[src/rtl/stall_unit_pkg.sv]
// Shared core definitions for the hazard controller: FSM states, register-zero,
// bubble encoding and the per-stage enable/flush bundle.
package stall_unit_pkg;

    typedef enum logic [1:0] {
        RUN      = 2'd0,
        MEM_WAIT = 2'd1,
        FAULT    = 2'd2
    } state_t;

    localparam logic [4:0]  REG_ZERO      = 5'd0;
    // addi x0, x0, 0 with register write suppressed
    localparam logic [31:0] BUBBLE_INSTR  = 32'h0000_0013;
    localparam logic        BUBBLE_REGWRT = 1'b0;

    // Wait counter width, sized to hold the largest WAIT_TIMEOUT (255)
    localparam int WAIT_W = 8;

    typedef struct packed {
        logic pc_en;
        logic fd_en;
        logic de_en;
        logic em_en;
        logic mw_en;
        logic fd_flush;
        logic de_flush;
        logic mw_flush;
    } pipe_ctrl_t;

    localparam pipe_ctrl_t CTRL_RESET     = pipe_ctrl_t'(8'b0000_0111);
    localparam pipe_ctrl_t CTRL_FAULT     = pipe_ctrl_t'(8'b0000_0000);
    localparam pipe_ctrl_t CTRL_MEM_WAIT  = pipe_ctrl_t'(8'b0000_1001);
    localparam pipe_ctrl_t CTRL_BRANCH    = pipe_ctrl_t'(8'b1111_1110);
    localparam pipe_ctrl_t CTRL_LOAD_USE  = pipe_ctrl_t'(8'b0011_1010);
    localparam pipe_ctrl_t CTRL_NONE      = pipe_ctrl_t'(8'b1111_1000);

endpackage

[src/rtl/stall_unit_hazard_detect.sv]
// Combinational load-use comparator between the FD consumer and a load in DE.
module hazard_detect
    import stall_unit_pkg::*;
(
    input  logic [4:0] fd_rs1,
    input  logic [4:0] fd_rs2,
    input  logic       fd_use_rs1,
    input  logic       fd_use_rs2,
    input  logic [4:0] de_rd,
    input  logic       de_regwrt,
    input  logic       de_m2r,
    output logic       load_use
);

    logic rs1_hit;
    logic rs2_hit;

    assign rs1_hit  = fd_use_rs1 && (fd_rs1 == de_rd);
    assign rs2_hit  = fd_use_rs2 && (fd_rs2 == de_rd);
    // x0 is never a real dependency, so a load targeting it cannot stall
    assign load_use = de_regwrt && de_m2r && (de_rd != REG_ZERO) && (rs1_hit || rs2_hit);

endmodule

[src/rtl/stall_unit.sv]
// Pipeline hazard controller: load-use stalls, branch flushes, data-memory wait
// states with timeout supervision, and saturating hazard statistics.
module stall_unit
    import stall_unit_pkg::*;
#(
    parameter int WAIT_TIMEOUT = 255,
    parameter int CNT_W        = 16
) (
    input  logic             clk,
    input  logic             rst_n,
    input  logic [4:0]       fd_rs1,
    input  logic [4:0]       fd_rs2,
    input  logic             fd_use_rs1,
    input  logic             fd_use_rs2,
    input  logic [4:0]       de_rd,
    input  logic             de_regwrt,
    input  logic             de_m2r,
    input  logic             branch_taken,
    input  logic             dmem_req,
    input  logic             dmem_ready,
    output logic             pc_en,
    output logic             fd_en,
    output logic             de_en,
    output logic             em_en,
    output logic             mw_en,
    output logic             fd_flush,
    output logic             de_flush,
    output logic             mw_flush,
    output logic             mem_err,
    output logic [CNT_W-1:0] stall_cnt,
    output logic [CNT_W-1:0] flush_cnt
);

    state_t             state_reg, state_next;
    logic [WAIT_W-1:0]  wait_cnt_reg, wait_cnt_next;
    logic [CNT_W-1:0]   stall_cnt_reg, flush_cnt_reg;
    logic               mem_err_reg;

    logic               load_use;
    logic               mem_wait;
    logic               branch_act;
    logic               stall_inc;
    pipe_ctrl_t         ctrl;

    hazard_detect u_hazard_detect (
        .fd_rs1     (fd_rs1),
        .fd_rs2     (fd_rs2),
        .fd_use_rs1 (fd_use_rs1),
        .fd_use_rs2 (fd_use_rs2),
        .de_rd      (de_rd),
        .de_regwrt  (de_regwrt),
        .de_m2r     (de_m2r),
        .load_use   (load_use)
    );

    assign mem_wait = dmem_req && !dmem_ready;

    // Reset is folded in so the bubble pattern appears the instant rst_n drops
    always_comb begin
        ctrl       = CTRL_NONE;
        branch_act = 1'b0;
        if (!rst_n) begin
            ctrl = CTRL_RESET;
        end else if (state_reg == FAULT) begin
            ctrl = CTRL_FAULT;
        end else if (mem_wait) begin
            ctrl = CTRL_MEM_WAIT;
        end else if (branch_taken) begin
            ctrl       = CTRL_BRANCH;
            branch_act = 1'b1;
        end else if (load_use) begin
            ctrl = CTRL_LOAD_USE;
        end
    end

    always_comb begin
        state_next    = state_reg;
        wait_cnt_next = wait_cnt_reg;
        case (state_reg)
            RUN: begin
                wait_cnt_next = '0;
                if (mem_wait) begin
                    state_next = MEM_WAIT;
                end
            end
            MEM_WAIT: begin
                if (dmem_ready) begin
                    state_next    = RUN;
                    wait_cnt_next = '0;
                end else if (wait_cnt_reg == WAIT_W'(WAIT_TIMEOUT)) begin
                    state_next = FAULT;
                end else begin
                    wait_cnt_next = wait_cnt_reg + WAIT_W'(1);
                end
            end
            FAULT: begin
                state_next = FAULT;
            end
            default: begin
                state_next    = RUN;
                wait_cnt_next = '0;
            end
        endcase
    end

    assign stall_inc = !ctrl.pc_en && (state_reg != FAULT);

    always_ff @(posedge clk or negedge rst_n) begin
        if (!rst_n) begin
            state_reg     <= RUN;
            wait_cnt_reg  <= '0;
            mem_err_reg   <= 1'b0;
            stall_cnt_reg <= '0;
            flush_cnt_reg <= '0;
        end else begin
            state_reg    <= state_next;
            wait_cnt_reg <= wait_cnt_next;
            if (state_next == FAULT) begin
                mem_err_reg <= 1'b1;
            end
            if (stall_inc && (stall_cnt_reg != '1)) begin
                stall_cnt_reg <= stall_cnt_reg + CNT_W'(1);
            end
            if (branch_act && (flush_cnt_reg != '1)) begin
                flush_cnt_reg <= flush_cnt_reg + CNT_W'(1);
            end
        end
    end

    assign pc_en     = ctrl.pc_en;
    assign fd_en     = ctrl.fd_en;
    assign de_en     = ctrl.de_en;
    assign em_en     = ctrl.em_en;
    assign mw_en     = ctrl.mw_en;
    assign fd_flush  = ctrl.fd_flush;
    assign de_flush  = ctrl.de_flush;
    assign mw_flush  = ctrl.mw_flush;
    assign mem_err   = mem_err_reg;
    assign stall_cnt = stall_cnt_reg;
    assign flush_cnt = flush_cnt_reg;

endmodule

[config.mk]
export PLATFORM = sky130hd
export DESIGN_NAME = stall_unit
export DESIGN_NICKNAME = d
export VERILOG_FILES = /design/src/rtl/stall_unit_pkg.sv /design/src/rtl/stall_unit_hazard_detect.sv /design/src/rtl/stall_unit.sv
export SDC_FILE = /design/constraint.sdc
export NUM_CORES = 1
export LEC_CHECK = 0
export ABC_AREA = 1
export CAP_MARGIN = 10
export CORE_ASPECT_RATIO = 0.7
export CORE_MARGIN = 4
export CORE_UTILIZATION = 35
export CTS_CLUSTER_SIZE = 30
export DETAILED_ROUTE_END_ITERATION = 16
export SKIP_LAST_GASP = 1
export SYNTH_ARGS = -nofsm -noshare
export SYNTH_HDL_FRONTEND = slang
export SYNTH_SLANG_ARGS = --single-unit
[constraint.sdc]
create_clock -name clk -period 3 [get_ports clk]
set_input_delay 0.45 -clock clk [delete_from_list [all_inputs] [get_ports clk]]
set_output_delay 0.45 -clock clk [all_outputs]
set_load 0.01 [all_outputs]
==> results.ini, run 1 <==
[timing]
rsz0062_at_grt = false
maxClockFrequency_ghz = 0.375
skew_final_ps = 4.01
fin_tns_setup_ps = 0
timing_max_transition_violations_final = 0
layout_min_cycle_time_ps = 2670
setup_viol_count_final = 0
timing_worst_slew_pin_value_ps = 536
final.period_utilization = 0.889
report.final.hold_viol_count = 0
timing.slew.headroom = 0.642

[synthesis]
ys_ff_latch = 43
synth.yosys.seq_area_share = 0.383
synth_cell_type_count = 29
synth_warn = 0
synthesis.instances = 376
synth.cell_area_um2 = 2810
postSynthNetCount = 403
synth.avg_cell_area_um2 = 7.47

[cts]
clock-sinks = 43
post_cts.repair.setup_buffers = 0
clock_tree.htree_level_count = 2
cts_resized = 0
cts-buffers-inserted = 5
clk_root_buffer_cell = clkbuf_16
cts_tree = done
clock_insertion_delay_worst_skew_ps = 280
cts-hold-fix-buffers = 0
cts_max_path_buffers = 2
cts.clk_slew.worst_paths_ps = 60

[cells_and_area]
antenna_cells = 0
drive_gt1_frac = 0.133
most_common_cell_after_layout_fill_and_taps_aside = nand2_1
flow.area_growth_from_synthesis_pct = 31.0
num-fill-cells = 788
mostFrequentLayoutCells = nand2_1, clkdlybuf4s50_1, dfrtp_1
nets = 471

[critical_path]
cp_common_cell = nand2_1
path_buf_inv = 3
rrSetupSlack_ps = 1040
crit-reg2reg-capture = stall_cnt[12]$_DFFE_PN0P_
worst_path_max_delay_cell = clkdlybuf4s50_1
critical_path_required_ps = 2550
worst_r2r_startpoint = stall_cnt[0]$_DFFE_PN0P_
crit_family = buffers and inverters
slowest_stage_delay_cp_ps = 560
critPathLaunchType = input pin
timing_worst_setup_path_type = input pin to output port
critical_path.max_fanout = 3
critical_path.cell_chain = clkdlybuf4s50_1 > inv_2 > nand2_1 > nand2_1 > nor2_1 > nand3_1 > nand2_1 > nand2_1 > o21bai_1 > clkdlybuf4s50_1
rr_worst_depth = 9
critical_path_arrival_ps = 2220
worst_setup_path_end_kind = output port

[die]
dieHeight_um = 83.0
floorplan.die.width_um = 115
floorplan.initialDensity = 0.358
io-pin-count = 65
placeableCoreArea_um2 = 7840
overall_die_area_um2 = 9550
number_of_standard_cell_rows_in_the_floorplan = 27

[placed_design]
total_half_perimeter_wirelength_after_legalization_and_detailed_placement_um = 5280
port-buffer-count = 64
gp_congestion = 0.851

[drt]
detail_route.drc_violations = 0
dr_total_vias = 2535
route.detailed.wl_per_inst_um = 12.2
drt.antenna.violating_nets = 0
detailedRoute.firstIterationViolations = 107
viasPerCell = 4.64
drt_first_pass_iters = 4
routed_wl_um = 6670

[global_route]
first_pass_grt_wire_length_um = 11600
groute.usage.overall = 0.146
antenna_found_initial = 0
grt.overflow.total = 0
number_of_global_route_vias_before_repair = 2478
grt_max_degree = 23

[status]
status = finished, final reports clean

[pwr]
leakage_nw = 1.75
report.power.total_mw = 1.75
cellPowerDensity_nw_per_um2 = 475
vdd.ir_drop.worst_mv = 0.316

[flow_run]
drv.max_cap_violation_count = 0

[min_path]
hold_path.class = input pin to async pin

how the worst max path moves through the flow:
stage                     from  endpoint  slack [ps]  cells after the start
global route          de_rd[1]  de_flush         160                     10
detailed placement    de_rd[1]  de_flush         340                     10
floorplan           dmem_ready     pc_en        1130                      8
finish                de_rd[3]  de_flush         330                     10
CTS                   de_rd[3]  de_flush         340                     10
global placement      de_rd[3]  de_flush         400                     10
cells by family (layout without fill, tap and decap cells):
| logic type | count (synthesis) | in the layout | synth area share |
|---|---|---|---|
| simple gates | 230 | 230 | 0.388 |
| buf+inv | 55 | 124 | 0.0877 |
| flops | 43 | 43 | 0.383 |
| xor+xnor | 31 | 31 | 0.0967 |
| compound gates | 14 | 14 | 0.0307 |
| fa+ha+maj | 3 | 3 | 0.0134 |
routing by layer:
layer | wire length, µm | track usage | share of wire
met5 | 0 | 0 | 0
met3 | 296 | 0.0342 | 0.044
met2 | 2900 | 0.222 | 0.43
met4 | 93 | 0.0299 | 0.014
met1 | 3380 | 0.211 | 0.51
worst register-to-register path: cells and delay by family, from the launching register on:
| family | cells | cell delay (ps) |
|---|---|---|
| simple gates | 6 | 610 |
| compound gates | 1 | 450 |
| buf+inv | 1 | 50 |
| flops | 1 | 460 |
| fa+ha+maj | 1 | 280 |
metrics by stage:
step	instance area [µm²]	utilization	std cells	worst slack [ps]	hold WS (ps)
final	3680	0.470	546	333	19.7
after global routing	3680	0.470	546	159	25.0
after CTS	3680	0.470	546	335	21.7
after detailed placement	3530	0.451	538	340	329
after global placement	3530	0.451	538	396	335
after floorplan	2810	-	376	1130	154
cell usage after synthesis:
master | instances | share of area
nor3_2 | 2 | 0.0071
xnor2_1 | 9 | 0.028
nor2_2 | 2 | 0.0045
buf_4 | 3 | 0.0080
nand2_4 | 1 | 0.0040
nand2_8 | 1 | 0.0071
ha_1 | 3 | 0.013
clkbuf_4 | 1 | 0.0027
buf_6 | 1 | 0.0040
inv_2 | 9 | 0.012
nor2_1 | 36 | 0.048
o21ai_1 | 1 | 0.0018
nand2_2 | 23 | 0.051
nand2_1 | 99 | 0.13
dfrtp_1 | 43 | 0.38
nor3_4 | 2 | 0.012
nor3_1 | 10 | 0.018
inv_1 | 39 | 0.052
nand3_1 | 41 | 0.073
buf_12 | 1 | 0.0071
nand4_1 | 8 | 0.018
buf_2 | 1 | 0.0018
nand3_2 | 2 | 0.0071
o31ai_1 | 1 | 0.0027
o21bai_1 | 1 | 0.0027
a21oi_4 | 1 | 0.0058
o21ai_0 | 10 | 0.018
xor2_1 | 22 | 0.069
or2_2 | 3 | 0.0067
power by group:
group | switching (mW) | internal, mW | total [mW] | leakage, nW
logic | 0.210 | 0.245 | 0.455 | 1.12
clock network | 0.235 | 0.307 | 0.542 | 0.0658
registers | 0.103 | 0.649 | 0.752 | 0.563
total | 0.547 | 1.20 | 1.75 | 1.75
layout make-up:
class,count,area (µm²),area share
timing repair buffer,68,666,0.181
multi-input combinational,278,1490,0.404
clock buffer,5,125,0.0340
tap,101,126,0.0343
inverter,48,180,0.0490
clock inverter,3,20.0,0.00544
sequential,43,1080,0.292
(Power assumes the default switching activity.)
==> inputs of run 2 (changes only) <==
--- a/config.mk
+++ b/config.mk
@@ -8,7 +8,7 @@
 export ABC_AREA = 1
 export CAP_MARGIN = 10
 export CORE_ASPECT_RATIO = 0.7
-export CORE_MARGIN = 4
+export CORE_MARGIN = 10
 export CORE_UTILIZATION = 35
 export CTS_CLUSTER_SIZE = 30
 export DETAILED_ROUTE_END_ITERATION = 16
==> results.ini, run 2 (synthesis results as in run 1) <==
[placed_design]
gp_congestion = 0.862
total_half_perimeter_wirelength_after_legalization_and_detailed_placement_um = 5560
dp_slack_ps = 330
postPlaceCellArea_um2 = 3530
port-buffer-count = 64
dp_cell_count = 537

[die]
dieHeight_um = 95.0
placeableCoreArea_um2 = 7840
number_of_standard_cell_rows_in_the_floorplan = 27
floorplan.initialDensity = 0.358
overall_die_area_um2 = 12100
io-pin-count = 65
floorplan.die.width_um = 127

[global_route]
groute.usage.overall = 0.118
first_pass_grt_wire_length_um = 11900
grt.overflow.total = 0
number_of_global_route_vias_before_repair = 2460
antenna_found_initial = 0
grt_max_degree = 19

[critical_path]
crit_family = buffers and inverters
slowest_stage_delay_cp_ps = 590
worst_path_max_delay_cell = clkdlybuf4s50_1
critical_path.max_fanout = 4
critical_path.cell_chain = clkdlybuf4s50_1 > inv_2 > nand2_1 > nand2_1 > nor2_1 > nand3_1 > nand2_1 > nand2_1 > o21bai_1 > clkdlybuf4s50_1
critical_path_arrival_ps = 2210
worst_setup_path_end_kind = output port
timing_worst_setup_path_type = input pin to output port
cp_common_cell = nand2_1
path_buf_inv = 3
critPathLaunchType = input pin
critical_path_required_ps = 2550

[cts]
cts_tree = done
cts-hold-fix-buffers = 0
clock-sinks = 43
clock_insertion_delay_worst_skew_ps = 290
post_cts.repair.setup_buffers = 0
cts-buffers-inserted = 5
cts.clk_slew.worst_paths_ps = 60
clock_tree.htree_level_count = 2
clk_root_buffer_cell = clkbuf_16
cts_resized = 0
cts_max_path_buffers = 2

[drt]
drt.antenna.violating_nets = 0
viasPerCell = 4.66
detailedRoute.firstIterationViolations = 202
drt_first_pass_iters = 4
route.detailed.wl_per_inst_um = 12.7
routed_wl_um = 6920
dr_total_vias = 2539
detail_route.drc_violations = 0

[pwr]
cellPowerDensity_nw_per_um2 = 477
report.power.total_mw = 1.76
leakage_nw = 1.75
vdd.ir_drop.worst_mv = 0.321

[timing]
rsz0062_at_grt = false
setup_viol_count_final = 0
fin_tns_setup_ps = 0
layout_min_cycle_time_ps = 2660
worst_case_setup_margin_in_the_final_layout_ps = 338
skew_final_ps = 6.49
maxClockFrequency_ghz = 0.376
timing_worst_slew_pin_value_ps = 541
timing.slew.headroom = 0.638
report.final.hold_viol_count = 0
timing_max_transition_violations_final = 0
final.period_utilization = 0.887

[cells_and_area]
nets = 470
layout.cell_area.non_filler_um2 = 3680
most_common_cell_after_layout_fill_and_taps_aside = nand2_1
antenna_cells = 0
num-fill-cells = 799
flow.area_growth_from_synthesis_pct = 30.9
multiInputGateArea_um2 = 1490
mostFrequentLayoutCells = nand2_1, clkdlybuf4s50_1, dfrtp_1
drive_gt1_frac = 0.131
area.sequential_um2 = 1080
post_layout_nonfiller_instances = 545

[flow_run]
drv.max_cap_violation_count = 0

[status]
status = finished, final reports clean

[min_path]
hold_path.class = input pin to async pin

[run 2: changes by cell type in the layout (fill, tap and decap cells not counted)]
cell and change:
clkinvlp_4 -1, buf_4 -1, clkinv_4 +2, clkinv_2 -1
[run 2: routing by layer]
layer  vias to the layer above  part of all wire  track usage
li1                       1306                 -            -
met1                      1165              0.47        0.156
met2                        62              0.45        0.183
met3                         6             0.072       0.0403
met4                         0             0.010       0.0274
met5                         -                 0            0
[run 2: final timing paths]
kind	from	end	slack, ps	depth (start not counted)
max	de_rd[1]	de_flush	340	10
min	rst_n	stall_cnt[0]$_DFFE_PN0P_	60	1
max reg2reg	stall_cnt[0]$_DFFE_PN0P_	stall_cnt[13]$_DFFE_PN0P_	1060	9
min reg2reg	state_reg[0]$_DFF_PN0_	state_reg[0]$_DFF_PN0_	460	1
max in group asynchronous	rst_n	flush_cnt[3]$_DFFE_PN0P_	2380	2
min in group clk	state_reg[0]$_DFF_PN0_	state_reg[0]$_DFF_PN0_	460	1
[run 2: final cells by class]
| type | count | share of cell area |
|---|---|---|
| sequential | 43 | 0.293 |
| multi-input combinational | 278 | 0.404 |
| tap | 101 | 0.0344 |
| timing repair buffer | 67 | 0.179 |
| clock buffer | 5 | 0.0340 |
| inverter | 48 | 0.0490 |
| clock inverter | 3 | 0.00681 |
[run 2: worst reg2reg max path, stage by stage, from the launching register on]
cell	delay [ps]
dfrtp_1	450
ha_1	280
nand3_2	120
inv_2	50
nand2_2	90
nor3_4	50
a21oi_4	450
nand2_8	190
nand2_2	110
nand2_2	40
[run 2: stage by stage]
step / util / hold slack [ps]
after floorplan: - / 154
after global placement: 0.450 / 372
after detailed placement: 0.450 / 375
after CTS: 0.469 / 66.8
after global routing: 0.469 / 70.9
final: 0.469 / 59.4
[run 2: power by group]
group	internal (mW)	switching (mW)	leakage [nW]	total [mW]
logic	0.244	0.214	1.11	0.458
registers	0.649	0.100	0.563	0.750
clock network	0.311	0.236	0.0700	0.548
